[src/rtl/rr_mux_four_if.sv]
// Handshake bundle for the rr_mux_four 4-to-1 gathering multiplexer.
// slave: the mux side; master: the side that drives the inputs and consumes the output.
interface rr_mux_four_if #(parameter int WIDTH = 8);
   logic [3:0]         in_valid;
   logic [4*WIDTH-1:0] in_data;
   logic [3:0]         in_ready;
   logic               out_valid;
   logic [WIDTH-1:0]   out_data;
   logic [1:0]         out_sel;
   logic               out_ready;

   modport master (
      output in_valid, in_data, out_ready,
      input  in_ready, out_valid, out_data, out_sel
   );

   modport slave (
      input  in_valid, in_data, out_ready,
      output in_ready, out_valid, out_data, out_sel
   );
endinterface

[src/rtl/rr_mux_four.sv]
// 4-to-1 registered multiplexer with round-robin arbitration and valid/ready handshakes.
// Define RR_MUX_FIXED_PRIO_EN for fixed priority A>B>C>D instead of round-robin.
module rr_mux_four #(
   parameter int WIDTH = 8
) (
   input logic         clk,
   input logic         reset,
   rr_mux_four_if.slave bus
);

   logic             load_s;
   logic [3:0]       grant_s;
   logic [1:0]       gidx_s;
   logic             gnt_any_s;
   logic             out_valid_q, out_valid_d;
   logic [WIDTH-1:0] out_data_q, out_data_d;
   logic [1:0]       out_sel_q, out_sel_d;
`ifndef RR_MUX_FIXED_PRIO_EN
   logic [1:0]       rr_ptr_q, rr_ptr_d;
   logic [1:0]       srch_idx_s;
   logic             found_s;
`endif

   // Output register can take a word when empty or being drained this cycle.
   assign load_s = !out_valid_q || bus.out_ready;

`ifdef RR_MUX_FIXED_PRIO_EN
   // Fixed-priority grant, A highest.
   always_comb begin
      grant_s = 4'b0000;
      gidx_s  = 2'b00;
      if (bus.in_valid[0]) begin
         grant_s = 4'b0001;
         gidx_s  = 2'b00;
      end else if (bus.in_valid[1]) begin
         grant_s = 4'b0010;
         gidx_s  = 2'b01;
      end else if (bus.in_valid[2]) begin
         grant_s = 4'b0100;
         gidx_s  = 2'b10;
      end else if (bus.in_valid[3]) begin
         grant_s = 4'b1000;
         gidx_s  = 2'b11;
      end else begin
         grant_s = 4'b0000;
      end
   end
`else
   // Round-robin grant: search starts just after the last granted channel, wrapping mod 4.
   always_comb begin
      grant_s    = 4'b0000;
      gidx_s     = 2'b00;
      found_s    = 1'b0;
      srch_idx_s = 2'b00;
      for (int k = 1; k <= 4; k++) begin
         srch_idx_s = rr_ptr_q + 2'(k);
         if (!found_s && bus.in_valid[srch_idx_s]) begin
            grant_s[srch_idx_s] = 1'b1;
            gidx_s              = srch_idx_s;
            found_s             = 1'b1;
         end else begin
            found_s = found_s;
         end
      end
   end
`endif

   assign gnt_any_s    = |grant_s;
   assign bus.in_ready = (load_s && !reset) ? grant_s : 4'b0000;

   // Next-state for the output stage and arbitration pointer.
   always_comb begin
      out_valid_d = out_valid_q;
      out_data_d  = out_data_q;
      out_sel_d   = out_sel_q;
`ifndef RR_MUX_FIXED_PRIO_EN
      rr_ptr_d    = rr_ptr_q;
`endif
      if (load_s) begin
         out_valid_d = gnt_any_s;
         if (gnt_any_s) begin
            out_data_d = bus.in_data[gidx_s*WIDTH +: WIDTH];
            out_sel_d  = gidx_s;
`ifndef RR_MUX_FIXED_PRIO_EN
            rr_ptr_d   = gidx_s;
`endif
         end else begin
            out_data_d = out_data_q;
         end
      end else begin
         out_valid_d = out_valid_q;
      end
   end

   // Output register and pointer; reset discards any held word and restores A-first priority.
   always_ff @(posedge clk) begin
      if (reset) begin
         out_valid_q <= 1'b0;
         out_data_q  <= '0;
         out_sel_q   <= 2'b00;
`ifndef RR_MUX_FIXED_PRIO_EN
         rr_ptr_q    <= 2'b11;
`endif
      end else begin
         out_valid_q <= out_valid_d;
         out_data_q  <= out_data_d;
         out_sel_q   <= out_sel_d;
`ifndef RR_MUX_FIXED_PRIO_EN
         rr_ptr_q    <= rr_ptr_d;
`endif
      end
   end

   assign bus.out_valid = out_valid_q;
   assign bus.out_data  = out_data_q;
   assign bus.out_sel   = out_sel_q;

endmodule

[src/flat_wrapper.sv]
// flat-port wrapper written by rule: the top's interface ports become plain ports
module rr_mux_four_flat 
#(
   parameter int WIDTH = 8
)
  (clk, reset, bus_in_valid, bus_in_data, bus_out_ready, bus_in_ready, bus_out_valid, bus_out_data, bus_out_sel);
  rr_mux_four_if #(.WIDTH(WIDTH)) bus_i ();
  input logic clk;
  input logic reset;
  input wire logic [$bits(bus_i.in_valid)-1:0] bus_in_valid;
  input wire logic [$bits(bus_i.in_data)-1:0] bus_in_data;
  input wire logic [$bits(bus_i.out_ready)-1:0] bus_out_ready;
  output wire logic [$bits(bus_i.in_ready)-1:0] bus_in_ready;
  output wire logic [$bits(bus_i.out_valid)-1:0] bus_out_valid;
  output wire logic [$bits(bus_i.out_data)-1:0] bus_out_data;
  output wire logic [$bits(bus_i.out_sel)-1:0] bus_out_sel;
  assign bus_i.in_valid = bus_in_valid;
  assign bus_i.in_data = bus_in_data;
  assign bus_i.out_ready = bus_out_ready;
  assign bus_in_ready = bus_i.in_ready;
  assign bus_out_valid = bus_i.out_valid;
  assign bus_out_data = bus_i.out_data;
  assign bus_out_sel = bus_i.out_sel;
  rr_mux_four #(.WIDTH(WIDTH)) u_core (.clk(clk), .reset(reset), .bus(bus_i));
endmodule
[config.mk]
export PLATFORM = sky130hd
export DESIGN_NAME = rr_mux_four_flat
export DESIGN_NICKNAME = d
export VERILOG_FILES = /design/src/rtl/rr_mux_four_if.sv /design/src/rtl/rr_mux_four.sv /design/src/flat_wrapper.sv
export SDC_FILE = /design/constraint.sdc
export NUM_CORES = 1
export LEC_CHECK = 0
export ABC_CLOCK_PERIOD_IN_PS = 3800
export BUFFER_PORTS_ARGS = -buffer_cell sky130_fd_sc_hd__buf_2
export CAP_MARGIN = 10
export CORE_MARGIN = 10
export CORE_UTILIZATION = 24
export CTS_BUF_LIST = sky130_fd_sc_hd__clkbuf_16
export CTS_CLUSTER_DIAMETER = 100
export CTS_CLUSTER_SIZE = 28
export DETAILED_ROUTE_END_ITERATION = 16
export GPL_ROUTABILITY_DRIVEN = 0
export GPL_TIMING_DRIVEN = 0
export PLACE_DENSITY = 0.53
export SLEW_MARGIN = 20
export SYNTH_ARGS = -nofsm -noshare
export SYNTH_HDL_FRONTEND = slang
export SYNTH_SLANG_ARGS = --single-unit
[constraint.sdc]
create_clock -name clk -period 3.8 [get_ports clk]
set_clock_uncertainty 0.2 [all_clocks]
set_input_delay 0.19 -clock clk [delete_from_list [all_inputs] [get_ports clk]]
set_output_delay 0.19 -clock clk [all_outputs]
set_load 0.05 [all_outputs]
==> results.py <==
metrics = {
    "finish": {
        "area_delta_synth_final_pct": 35.4,
        "fin_util": 0.334,
        "drive_above_1_share": 0.402,
        "num_antenna_cells": 0,
        "final_common_cell": "buf_2",
        "layout.nets": 237,
        "final_cell_mix": "54 x buf_2, 16 x nor2_1, 15 x mux2i_1, 13 x dfxtp_1, 8 x mux4_1",
    },
    "sta": {
        "tightest_slew_ns": 0.487,
        "max_freq_ghz": 0.278,
        "rsz0062_at_grt": "no",
        "fin_crit_ns": 3.59,
        "fin_ws_ns": 0.208,
        "max_slew_margin": 0.676,
        "drv_slew": 0,
        "fin_crit_sh": 0.945,
        "setup_viol": 0,
        "hold_viol": 0,
    },
    "critical_path": {
        "path_cells": "buf_6 > clkinv_1 > ha_4 > mux4_2 > o41ai_2 > a211oi_2 > a21boi_4 > buf_4 > mux2i_1 > nor2_1",
        "arrival_ns": 3.50,
        "cpLargestDelayFamily": "compound AO/OA/AOI/OAI gates",
        "crit_required_ns": 3.71,
        "crit_path_start": "u_core.rr_ptr_q[0]$_SDFFE_PP1P_",
        "cp_max_fo": 10,
        "max_stage_delay_ns": 0.58,
        "reg2regPathDepth": 10,
        "cp_slowest_cell": "mux4_2",
        "start_kind": "register",
        "critPathBufInv": 3,
        "reg2reg_from": "u_core.rr_ptr_q[0]$_SDFFE_PP1P_",
        "critPathCaptureType": "register",
        "cp_num_cells": 10,
        "critPathKind": "register to register",
    },
    "logic_synthesis": {
        "async_flop_share": 0,
        "synth_area_um2": 1360,
        "ys_seq_area_frac": 0.192,
        "synth_area_per_cell_um2": 10.4,
        "synth.distinct_cells": 40,
        "syn-num-nets": 178,
        "synthCells": 131,
        "yosysWarnings": 0,
        "ys_ff_latch": 13,
        "ys.flop_type": "dfxtp_1",
        "synth_edf_count": 0,
    },
    "placed_design": {
        "port_buffers": 53,
        "dpl.hpwl_um": 2950,
        "dp_slack_ns": -0.173,
    },
    "cts": {
        "postCtsSetupBuffers": 0,
        "clock_path_buffers": 2,
        "root_buffer": "clkbuf_16",
        "cts_sinks": 13,
        "clk_pin_slew_ns": 0.04,
        "cts-htree-levels": 1,
        "cts_tree": "done",
        "cts_buffers": 3,
        "clk-insertion-delay-late_ns": 0.23,
    },
    "floorplanning": {
        "ioPinCount": 54,
        "die-width_um": 95.2,
        "row_count": 27,
        "dieArea_um2": 9060,
        "fp.dieH_um": 95.2,
        "fp.coreArea_um2": 5510,
        "start_util": 0.246,
    },
    "hold_path": {
        "min_path_type": "input port to register",
        "min-delay-start": "bus_out_ready",
        "min_path_cells": 3,
    },
    "drt": {
        "drc": 0,
        "ant_nets": 0,
        "firstDrtPassIters": 4,
        "drt-wirelength-per-cell_um": 14.1,
        "drt-total-wl_um": 3680,
        "drt-initial-drc-count": 44,
        "vias": 1271,
        "viasPerCell": 4.87,
    },
    "global_routing": {
        "grt_max_degree": 11,
        "overflow": 0,
        "grtUsageTotal": 0.0774,
        "first_global_vias": 1324,
        "grt_pass1_wl_um": 5910,
        "antenna_found_initial": 0,
    },
    "pwr": {
        "p_total_mw": 1.61,
        "p_per_area_nw_per_um2": 876,
        "leakagePower_nw": 0.860,
        "irDropWorstVdd_uv": 411,
    },
    "run": {
        "maxCapViolations": 0,
    },
    "outcome": {
        "run_status": "finished clean",
    },
}
## synthesized netlist by cell type, types with 3 or more instances
cell type,number,area [um^2]
mux2_2,4,45.0
mux2i_1,15,150
nor3_1,4,20.0
a211oi_1,3,22.5
nor2_1,16,60.1
nand2_1,3,11.3
dfxtp_1,13,260
nand3b_1,4,30.0
nand2b_1,6,37.5
a21oi_1,7,35.0
ha_1,8,100
mux4_1,8,210
mux4_2,3,67.6
clkbuf_1,7,26.3
## per-layer routing
metal  global-route usage  up-vias  wire (um)
met1               0.0855      610       1600
met3               0.0322        0        261
met5                    0        -          0
met4              0.00748        0          0
li1                     -      626          -
met2                0.140       35       1820
## flip-flops by register name (all words and copies together), names as in the netlist
signal	count
u_core.bus.out_data	8
u_core.bus.out_sel	2
u_core.rr_ptr_q	2
u_core.bus.out_valid	1
## worst reg2reg max path, delay by kind of cell, from the launching register on
| family | cells | cell delay (ns) |
|---|---|---|
| simple gates | 1 | 0.06 |
| compound gates | 3 | 0.86 |
| flops | 1 | 0.41 |
| mux | 2 | 0.79 |
| buf+inv | 3 | 0.70 |
| fa+ha+maj | 1 | 0.46 |
## power by group
group          switching, mW  internal (mW)
logic                  0.697          0.497
registers             0.0331          0.193
clock network         0.0513          0.138
total                  0.781          0.829
## metrics by stage
| stage | hold WS [ns] | std cells | setup TNS, ns | area [um^2] |
|---|---|---|---|---|
| after floorplan | 0.0594 | 131 | 0 | 1360 |
| after global placement | 0.243 | 256 | -2.98 | 1710 |
| after detailed placement | 0.243 | 257 | -1.05 | 1730 |
| after CTS | 0.110 | 261 | 0 | 1820 |
| after global routing | 0.128 | 261 | 0 | 1840 |
| final | 0.100 | 261 | 0 | 1840 |
## cells by family after synthesis
group | count (synthesis) | synth area share
compound gates | 27 | 0.177
fa+ha+maj | 8 | 0.0738
buf+inv | 12 | 0.0424
flops | 13 | 0.192
mux | 30 | 0.349
simple gates | 41 | 0.166
## path summary, 6_finish.rpt
path	slack, ns	to
setup / recovery	0.21	u_core.bus.out_data[3]$_SDFFE_PP0P_
hold / removal	0.10	u_core.bus.out_valid$_SDFFE_PP0N_
setup reg to reg	0.21	u_core.bus.out_data[3]$_SDFFE_PP0P_
hold reg to reg	0.29	u_core.bus.out_data[7]$_SDFFE_PP0P_
## cell type report
cell class / instances / area [um^2]
flip-flops and latches: 13 / 260
fillers: 585 / 3670
clock inverters: 1 / 3.75
plain buffers: 9 / 46.3
clock buffers: 3 / 75.1
inverters: 2 / 7.51
well taps: 72 / 90.1
multi-input cells: 106 / 1070
repair buffers: 55 / 283
## what timing repair did
| item | 4_1_cts | 5_1_grt |
|---|---|---|
| setup endpoints to repair | 8 | 8 |
| resized for setup | 1 | 3 |
| hold buffers | 1 | 0 |
| endpoints found under the hold margin | 1 | 0 |
No activity file was read; power rests on OpenSTA's default activity.
